[src/rtl/naive_bus_arbiter2_if.sv]
// Naive-bus port bundle: one read channel and one write channel.
// A channel transfers in the cycle where req and gnt are both high; read data follows one cycle later.
interface naive_bus_arbiter2_if #(
  parameter int AW = 32,
  parameter int DW = 32
);
  logic              rd_req;
  logic              rd_gnt;
  logic [AW-1:0]     rd_addr;
  logic [DW-1:0]     rd_data;
  logic              wr_req;
  logic              wr_gnt;
  logic [AW-1:0]     wr_addr;
  logic [DW/8-1:0]   wr_byte;
  logic [DW-1:0]     wr_data;

  modport master (
    output rd_req, rd_addr, wr_req, wr_addr, wr_byte, wr_data,
    input  rd_gnt, rd_data, wr_gnt
  );

  modport slave (
    input  rd_req, rd_addr, wr_req, wr_addr, wr_byte, wr_data,
    output rd_gnt, rd_data, wr_gnt
  );
endinterface

[src/rtl/naive_bus_arbiter2.sv]
// Two-master naive-bus arbiter: m0 (ISP debugger) and m1 (CPU data) share one slave port.
// Round-robin per cycle, ownership held across slave stalls, read data steered one cycle after grant.
module naive_bus_arbiter2 #(
  parameter int AW = 32,
  parameter int DW = 32
) (
  input  logic                 clk,
  input  logic                 rst_n,
  input  logic                 m0_lock,
  naive_bus_arbiter2_if.slave  m0,
  naive_bus_arbiter2_if.slave  m1,
  naive_bus_arbiter2_if.master s,
  output logic [2:0]           dbg_state
);

  localparam int BW = DW / 8;

  typedef enum logic [1:0] {
    HOLD_NONE = 2'd0,
    HOLD_M0   = 2'd1,
    HOLD_M1   = 2'd2
  } hold_e;

  hold_e hold_q, hold_d;
  logic  last_grant_q, last_grant_d;
  logic  rd_owner_q, rd_owner_d;
  logic  rd_owner_valid_q, rd_owner_valid_d;

  logic          req0, req1;
  logic          sel;
  logic          sel_rd_req, sel_wr_req;
  logic          fwd_rd, fwd_wr, fwd_any;
  logic          rd_hit, wr_hit, hit_any;
  logic [AW-1:0] rd_addr_mux, wr_addr_mux;
  logic [BW-1:0] wr_byte_mux;
  logic [DW-1:0] wr_data_mux;

  assign req0 = m0.rd_req | m0.wr_req;
  assign req1 = m1.rd_req | m1.wr_req;

  // A held transfer outranks lock, so a stalled m1 access finishes before lock bites.
  always_comb begin
    sel = 1'b0;
    if (hold_q != HOLD_NONE) begin
      sel = (hold_q == HOLD_M1);
    end else if (m0_lock) begin
      sel = 1'b0;
    end else if (req0 && req1) begin
      sel = ~last_grant_q;
    end else if (req1) begin
      sel = 1'b1;
    end
  end

  assign sel_rd_req  = sel ? m1.rd_req  : m0.rd_req;
  assign sel_wr_req  = sel ? m1.wr_req  : m0.wr_req;
  assign rd_addr_mux = sel ? m1.rd_addr : m0.rd_addr;
  assign wr_addr_mux = sel ? m1.wr_addr : m0.wr_addr;
  assign wr_byte_mux = sel ? m1.wr_byte : m0.wr_byte;
  assign wr_data_mux = sel ? m1.wr_data : m0.wr_data;

  // Read wins over write inside the selected master; reset silences the slave side immediately.
  assign fwd_rd  = rst_n & sel_rd_req;
  assign fwd_wr  = rst_n & ~sel_rd_req & sel_wr_req;
  assign fwd_any = fwd_rd | fwd_wr;

  assign s.rd_req  = fwd_rd;
  assign s.rd_addr = rd_addr_mux;
  assign s.wr_req  = fwd_wr;
  assign s.wr_addr = wr_addr_mux;
  assign s.wr_byte = wr_byte_mux;
  assign s.wr_data = wr_data_mux;

  assign rd_hit  = fwd_rd & s.rd_gnt;
  assign wr_hit  = fwd_wr & s.wr_gnt;
  assign hit_any = rd_hit | wr_hit;

  assign m0.rd_gnt = rd_hit & ~sel;
  assign m1.rd_gnt = rd_hit &  sel;
  assign m0.wr_gnt = wr_hit & ~sel;
  assign m1.wr_gnt = wr_hit &  sel;

  assign m0.rd_data = (rd_owner_valid_q && !rd_owner_q) ? s.rd_data : '0;
  assign m1.rd_data = (rd_owner_valid_q &&  rd_owner_q) ? s.rd_data : '0;

  // Hold only while a forwarded request waits; a dropped request releases the hold.
  always_comb begin
    hold_d           = HOLD_NONE;
    last_grant_d     = last_grant_q;
    rd_owner_d       = rd_owner_q;
    rd_owner_valid_d = rd_hit;
    if (fwd_any && !hit_any) begin
      hold_d = sel ? HOLD_M1 : HOLD_M0;
    end
    if (hit_any) begin
      last_grant_d = sel;
    end
    if (rd_hit) begin
      rd_owner_d = sel;
    end
  end

  always_ff @(posedge clk or negedge rst_n) begin
    if (!rst_n) begin
      hold_q           <= HOLD_NONE;
      last_grant_q     <= 1'b1;
      rd_owner_q       <= 1'b0;
      rd_owner_valid_q <= 1'b0;
    end else begin
      hold_q           <= hold_d;
      last_grant_q     <= last_grant_d;
      rd_owner_q       <= rd_owner_d;
      rd_owner_valid_q <= rd_owner_valid_d;
    end
  end

  assign dbg_state = {last_grant_q, hold_q};

endmodule

[src/flat_wrapper.sv]
// flat-port wrapper written by rule: the top's interface ports become plain ports
module naive_bus_arbiter2_flat 
#(
  parameter int AW = 32,
  parameter int DW = 32
)
  (clk, rst_n, m0_lock, dbg_state, m0_rd_req, m0_rd_addr, m0_wr_req, m0_wr_addr, m0_wr_byte, m0_wr_data, m0_rd_gnt, m0_rd_data, m0_wr_gnt, m1_rd_req, m1_rd_addr, m1_wr_req, m1_wr_addr, m1_wr_byte, m1_wr_data, m1_rd_gnt, m1_rd_data, m1_wr_gnt, s_rd_req, s_rd_addr, s_wr_req, s_wr_addr, s_wr_byte, s_wr_data, s_rd_gnt, s_rd_data, s_wr_gnt);
  naive_bus_arbiter2_if #(.AW(AW), .DW(DW)) m0_i ();
  naive_bus_arbiter2_if #(.AW(AW), .DW(DW)) m1_i ();
  naive_bus_arbiter2_if #(.AW(AW), .DW(DW)) s_i ();
  input  logic clk;
  input  logic rst_n;
  input  logic m0_lock;
  output logic [2:0] dbg_state;
  input wire logic [$bits(m0_i.rd_req)-1:0] m0_rd_req;
  input wire logic [$bits(m0_i.rd_addr)-1:0] m0_rd_addr;
  input wire logic [$bits(m0_i.wr_req)-1:0] m0_wr_req;
  input wire logic [$bits(m0_i.wr_addr)-1:0] m0_wr_addr;
  input wire logic [$bits(m0_i.wr_byte)-1:0] m0_wr_byte;
  input wire logic [$bits(m0_i.wr_data)-1:0] m0_wr_data;
  output wire logic [$bits(m0_i.rd_gnt)-1:0] m0_rd_gnt;
  output wire logic [$bits(m0_i.rd_data)-1:0] m0_rd_data;
  output wire logic [$bits(m0_i.wr_gnt)-1:0] m0_wr_gnt;
  input wire logic [$bits(m1_i.rd_req)-1:0] m1_rd_req;
  input wire logic [$bits(m1_i.rd_addr)-1:0] m1_rd_addr;
  input wire logic [$bits(m1_i.wr_req)-1:0] m1_wr_req;
  input wire logic [$bits(m1_i.wr_addr)-1:0] m1_wr_addr;
  input wire logic [$bits(m1_i.wr_byte)-1:0] m1_wr_byte;
  input wire logic [$bits(m1_i.wr_data)-1:0] m1_wr_data;
  output wire logic [$bits(m1_i.rd_gnt)-1:0] m1_rd_gnt;
  output wire logic [$bits(m1_i.rd_data)-1:0] m1_rd_data;
  output wire logic [$bits(m1_i.wr_gnt)-1:0] m1_wr_gnt;
  output wire logic [$bits(s_i.rd_req)-1:0] s_rd_req;
  output wire logic [$bits(s_i.rd_addr)-1:0] s_rd_addr;
  output wire logic [$bits(s_i.wr_req)-1:0] s_wr_req;
  output wire logic [$bits(s_i.wr_addr)-1:0] s_wr_addr;
  output wire logic [$bits(s_i.wr_byte)-1:0] s_wr_byte;
  output wire logic [$bits(s_i.wr_data)-1:0] s_wr_data;
  input wire logic [$bits(s_i.rd_gnt)-1:0] s_rd_gnt;
  input wire logic [$bits(s_i.rd_data)-1:0] s_rd_data;
  input wire logic [$bits(s_i.wr_gnt)-1:0] s_wr_gnt;
  assign m0_i.rd_req = m0_rd_req;
  assign m0_i.rd_addr = m0_rd_addr;
  assign m0_i.wr_req = m0_wr_req;
  assign m0_i.wr_addr = m0_wr_addr;
  assign m0_i.wr_byte = m0_wr_byte;
  assign m0_i.wr_data = m0_wr_data;
  assign m0_rd_gnt = m0_i.rd_gnt;
  assign m0_rd_data = m0_i.rd_data;
  assign m0_wr_gnt = m0_i.wr_gnt;
  assign m1_i.rd_req = m1_rd_req;
  assign m1_i.rd_addr = m1_rd_addr;
  assign m1_i.wr_req = m1_wr_req;
  assign m1_i.wr_addr = m1_wr_addr;
  assign m1_i.wr_byte = m1_wr_byte;
  assign m1_i.wr_data = m1_wr_data;
  assign m1_rd_gnt = m1_i.rd_gnt;
  assign m1_rd_data = m1_i.rd_data;
  assign m1_wr_gnt = m1_i.wr_gnt;
  assign s_rd_req = s_i.rd_req;
  assign s_rd_addr = s_i.rd_addr;
  assign s_wr_req = s_i.wr_req;
  assign s_wr_addr = s_i.wr_addr;
  assign s_wr_byte = s_i.wr_byte;
  assign s_wr_data = s_i.wr_data;
  assign s_i.rd_gnt = s_rd_gnt;
  assign s_i.rd_data = s_rd_data;
  assign s_i.wr_gnt = s_wr_gnt;
  naive_bus_arbiter2 #(.AW(AW), .DW(DW)) u_core (.clk(clk), .rst_n(rst_n), .m0_lock(m0_lock), .m0(m0_i), .m1(m1_i), .s(s_i), .dbg_state(dbg_state));
endmodule
[config.mk]
export PLATFORM = sky130hd
export DESIGN_NAME = naive_bus_arbiter2_flat
export DESIGN_NICKNAME = d
export VERILOG_FILES = /design/src/rtl/naive_bus_arbiter2_if.sv /design/src/rtl/naive_bus_arbiter2.sv /design/src/flat_wrapper.sv
export SDC_FILE = /design/constraint.sdc
export NUM_CORES = 1
export LEC_CHECK = 0
export ABC_CLOCK_PERIOD_IN_PS = 5270
export BUFFER_PORTS_ARGS = -buffer_cell sky130_fd_sc_hd__buf_4
export CORE_AREA = 2 2 160 162
export CTS_CLUSTER_DIAMETER = 200
export DETAILED_ROUTE_END_ITERATION = 10
export DIE_AREA = 0 0 162 164
export GPL_ROUTABILITY_DRIVEN = 0
export SLEW_MARGIN = 20
export SYNTH_ARGS = -nofsm -noshare
export SYNTH_HDL_FRONTEND = slang
export SYNTH_SLANG_ARGS = --single-unit
[constraint.sdc]
create_clock -name clk -period 5.27 [get_ports clk]
set_input_delay 1.054 -clock clk [delete_from_list [all_inputs] [get_ports clk]]
set_output_delay 1.054 -clock clk [all_outputs]
set_load 0.01 [all_outputs]
==> summary.md <==
| Metric | Value |
|---|---|
| Setup Fix Bufs, Post-CTS | `0` |
| Hold Crit Class | `in -> async` |
| Hold buffers post-CTS | `0` |
| FF+latch area | `126 um^2` |
| PortBufs | `413` |
| Register clock-pin slew on the reported worst setup and hold paths | `0.04 ns` |
| Post-route cell area | `0.00550 mm^2` |
| Total power | `0.812 mW` |
| Die width | `162 um` |
| Peak Freq | `255 MHz` |
| First-pass GRT wire length | `18,700 um` |
| Hpwl dp | `12,300 um` |
| Hold slack | `0.658 ns` |
| Initial antenna violation count | `0` |
| Placed cell areas | `0.00542 mm^2` |
| Top_reg_cell synth | `dfrtp_1` |
| Clock skew | `0.00278 ns` |
| VDD IR max | `0.0788 mV` |
| TritonCTS Buffers | `3` |
| Synth Register Bits | `5` |
| Nets | `864` |
| Share of layout cells above drive strength 1 | `71.2%` |
| Outcome | `complete, no violations` |
| Setup ws final | `1.34 ns` |
| TritonRoute pass-1 iters | `4` |
| Max-cap violations | `0` |
| Unrepaired setup endpoints after global routing | `false` |
| DIE AREA | `0.0266 mm^2` |
| Largest net degree at the start of global routing | `59` |
| Clock Tree Buf Depth | `2` |
| Number of synthesized flops with an enable pin | `0` |
| Setup crit end kind | `output port` |
| DRC | `0` |
| Tmin final | `3.93 ns` |
| Crit Path Category | `in -> out` |
| Register area share after synthesis | `6.21%` |
| Period utilisation layout | `74.5%` |
| Layout area overhead | `170%` |
| Leak | `2.94 nW` |
| Antenna cells | `0` |
| R2R depth | `5` |
| Vias per cell | `3.44` |
| Footprint of the multi-input gates | `0.00173 mm^2` |
| Post-synth cell types | `28` |
| Cts repair resizes | `0` |
| Setup TNS | `0 ns` |
| Vias in the first global route | `3,220` |
| Total congestion overflow | `0` |
| FILL cells | `2,764` |
| Largest cells by area after synthesis | `mux2_1 (44%), mux2_2 (11%), and2_1 (9.8%)` |
| CP max FO | `53` |
| Syn Inst Count | `224` |
| DRT antenna net count | `0` |
| Post-Syn Area | `0.00204 mm^2` |
| Worst slew margin | `47.3%` |
| Final hold vios | `0` |
| Core area | `0.0248 mm^2` |
| H-tree levels | `1` |
| Post-synth top area cell | `mux2_1` |
| Worst-Margin Slew | `0.790 ns` |
| Avg Cell Area, Syn | `9.09 um^2` |
| Critical path depth | `6` |
| Worst path max stage delay | `0.56 ns` |
| Crit-path leading delay family | `buffers and inverters` |
| Via count | `3,275` |
| End-of-flow core utilization | `22.2%` |
| Die Ht | `164 um` |
| Worst setup SP type | `input port` |
| CTS root buf | `clkbuf_16` |
| Pwr dens | `148 mW/mm^2` |
| Final Max Slew Viols | `0` |
| Total Routing Usage GR | `9.24%` |
| CTS tree | `built` |
| Crit path top cell by count | `buf_4` |
| Drt initial violations | `78` |
| Clock latency on the worst-skew pair | `0.23 ns` |
| Cells along the critical path | `buf_4, or2_1, a31oi_4, buf_4, mux2_1, buf_4` |
| Final std cells w/o fill | `952` |
| Mapped Nets | `465` |
| Crit path buf inv count | `3` |
| Critical path's slowest cell | `buf_4` |
| Critical Path RT | `4.22 ns` |
| Dpl cells | `948` |
| Total wire length | `13,800 um` |
| Drt wl/cell | `14.5 um` |
| Setup violations, final | `0` |
| Dpl ws | `1.34 ns` |
| Yosys warns | `0` |
| Effective utilization at floorplan | `8.20%` |
| FFs w/ async S/R, synth | `100%` |
| Worst path arrival time | `2.87 ns` |
| Share of the synthesized area in the top cell type | `44.3%` |
| I/O pin count | `414` |
| Total clock sinks | `5` |
| # rows | `58` |
-- area by class of cell --
cell class                      instances  area share [%]
Multi-Input combinational cell        194            31.5
Sequential cell                         5            2.30
Tap cell                              330            7.51
Clock buffer                            4            1.43
Inverter                                3           0.205
Timing Repair Buffer                  416            57.0
-- registers in the layout, summed over array words and instances, names as in the netlist --
register / flops
u_core.hold_q: 2
u_core.last_grant_q: 1
u_core.rd_owner_q: 1
u_core.rd_owner_valid_q: 1
-- cell families after synthesis --
group,after synthesis,share of synthesized area [%]
DFF,5,6.21
buffers and inverters,25,8.60
muxes,102,56.3
and+or+nand+nor,81,24.3
AOI/OAI and AO/OA,11,4.55
-- per-layer routing --
metal / part of all wire (%) / wire length [um] / vias up / global-route usage (%)
li1: - / - / 1606 / -
met1: 40 / 5520 / 1441 / 11.3
met2: 50 / 6900 / 226 / 16.7
met3: 9.7 / 1340 / 2 / 2.85
met4: 0.12 / 17 / 0 / 0.483
met5: 0 / 0 / - / 0
-- Yosys cell counts (2+ instances only) --
cell / number
mux2_2: 20
buf_2: 2
inv_1: 3
clkbuf_1: 9
nand3_1: 4
dfrtp_1: 4
buf_6: 10
mux2i_1: 2
nor2b_1: 4
and2_1: 32
mux2_1: 80
a21oi_1: 3
nor2_1: 5
and3_1: 32
-- worst paths after layout --
kind / from / end / slack [ns]
worst max register to register: u_core.last_grant_q$_DFFE_PN1P_ / u_core.last_grant_q$_DFFE_PN1P_ / 3.42
min in group clk: u_core.last_grant_q$_DFFE_PN1P_ / u_core.last_grant_q$_DFFE_PN1P_ / 0.66
worst min register to register: u_core.last_grant_q$_DFFE_PN1P_ / u_core.last_grant_q$_DFFE_PN1P_ / 0.66
worst min-delay path: rst_n / u_core.hold_q[0]$_DFF_PN0_ / 0.66
max in group asynchronous: rst_n / u_core.last_grant_q$_DFFE_PN1P_ / 4.37
worst max-delay path: m1_rd_req / s_rd_addr[11] / 1.34
-- where the power goes --
group	internal (mW)	leakage, nW	switching (mW)
combinational	0.363	2.84	0.255
clock	0.101	0.0382	0.0278
sequential	0.0454	0.0635	0.0195
-- placed cells by master, fill, tap and decap left out --
master and count:
and4_1 1, a21oi_1 3, a21o_1 1, nand3_1 4
a21boi_1 1, o22ai_1 1, o21ai_1 1, mux2_2 20
and2_1 32, nor2_1 5, and4b_1 1, clkbuf_1 1
or2_1 1, clkbuf_16 3, a2111oi_2 1, nand4_1 1
mux2_1 80, mux2i_1 2, nor2b_1 4, dfrtp_1 4
buf_4 415, o21ai_0 1, buf_12 1, and3_1 32
dfstp_2 1, o21ba_2 1, a31oi_4 1, inv_1 3
Note: power is estimated with default switching activity, not from simulation.
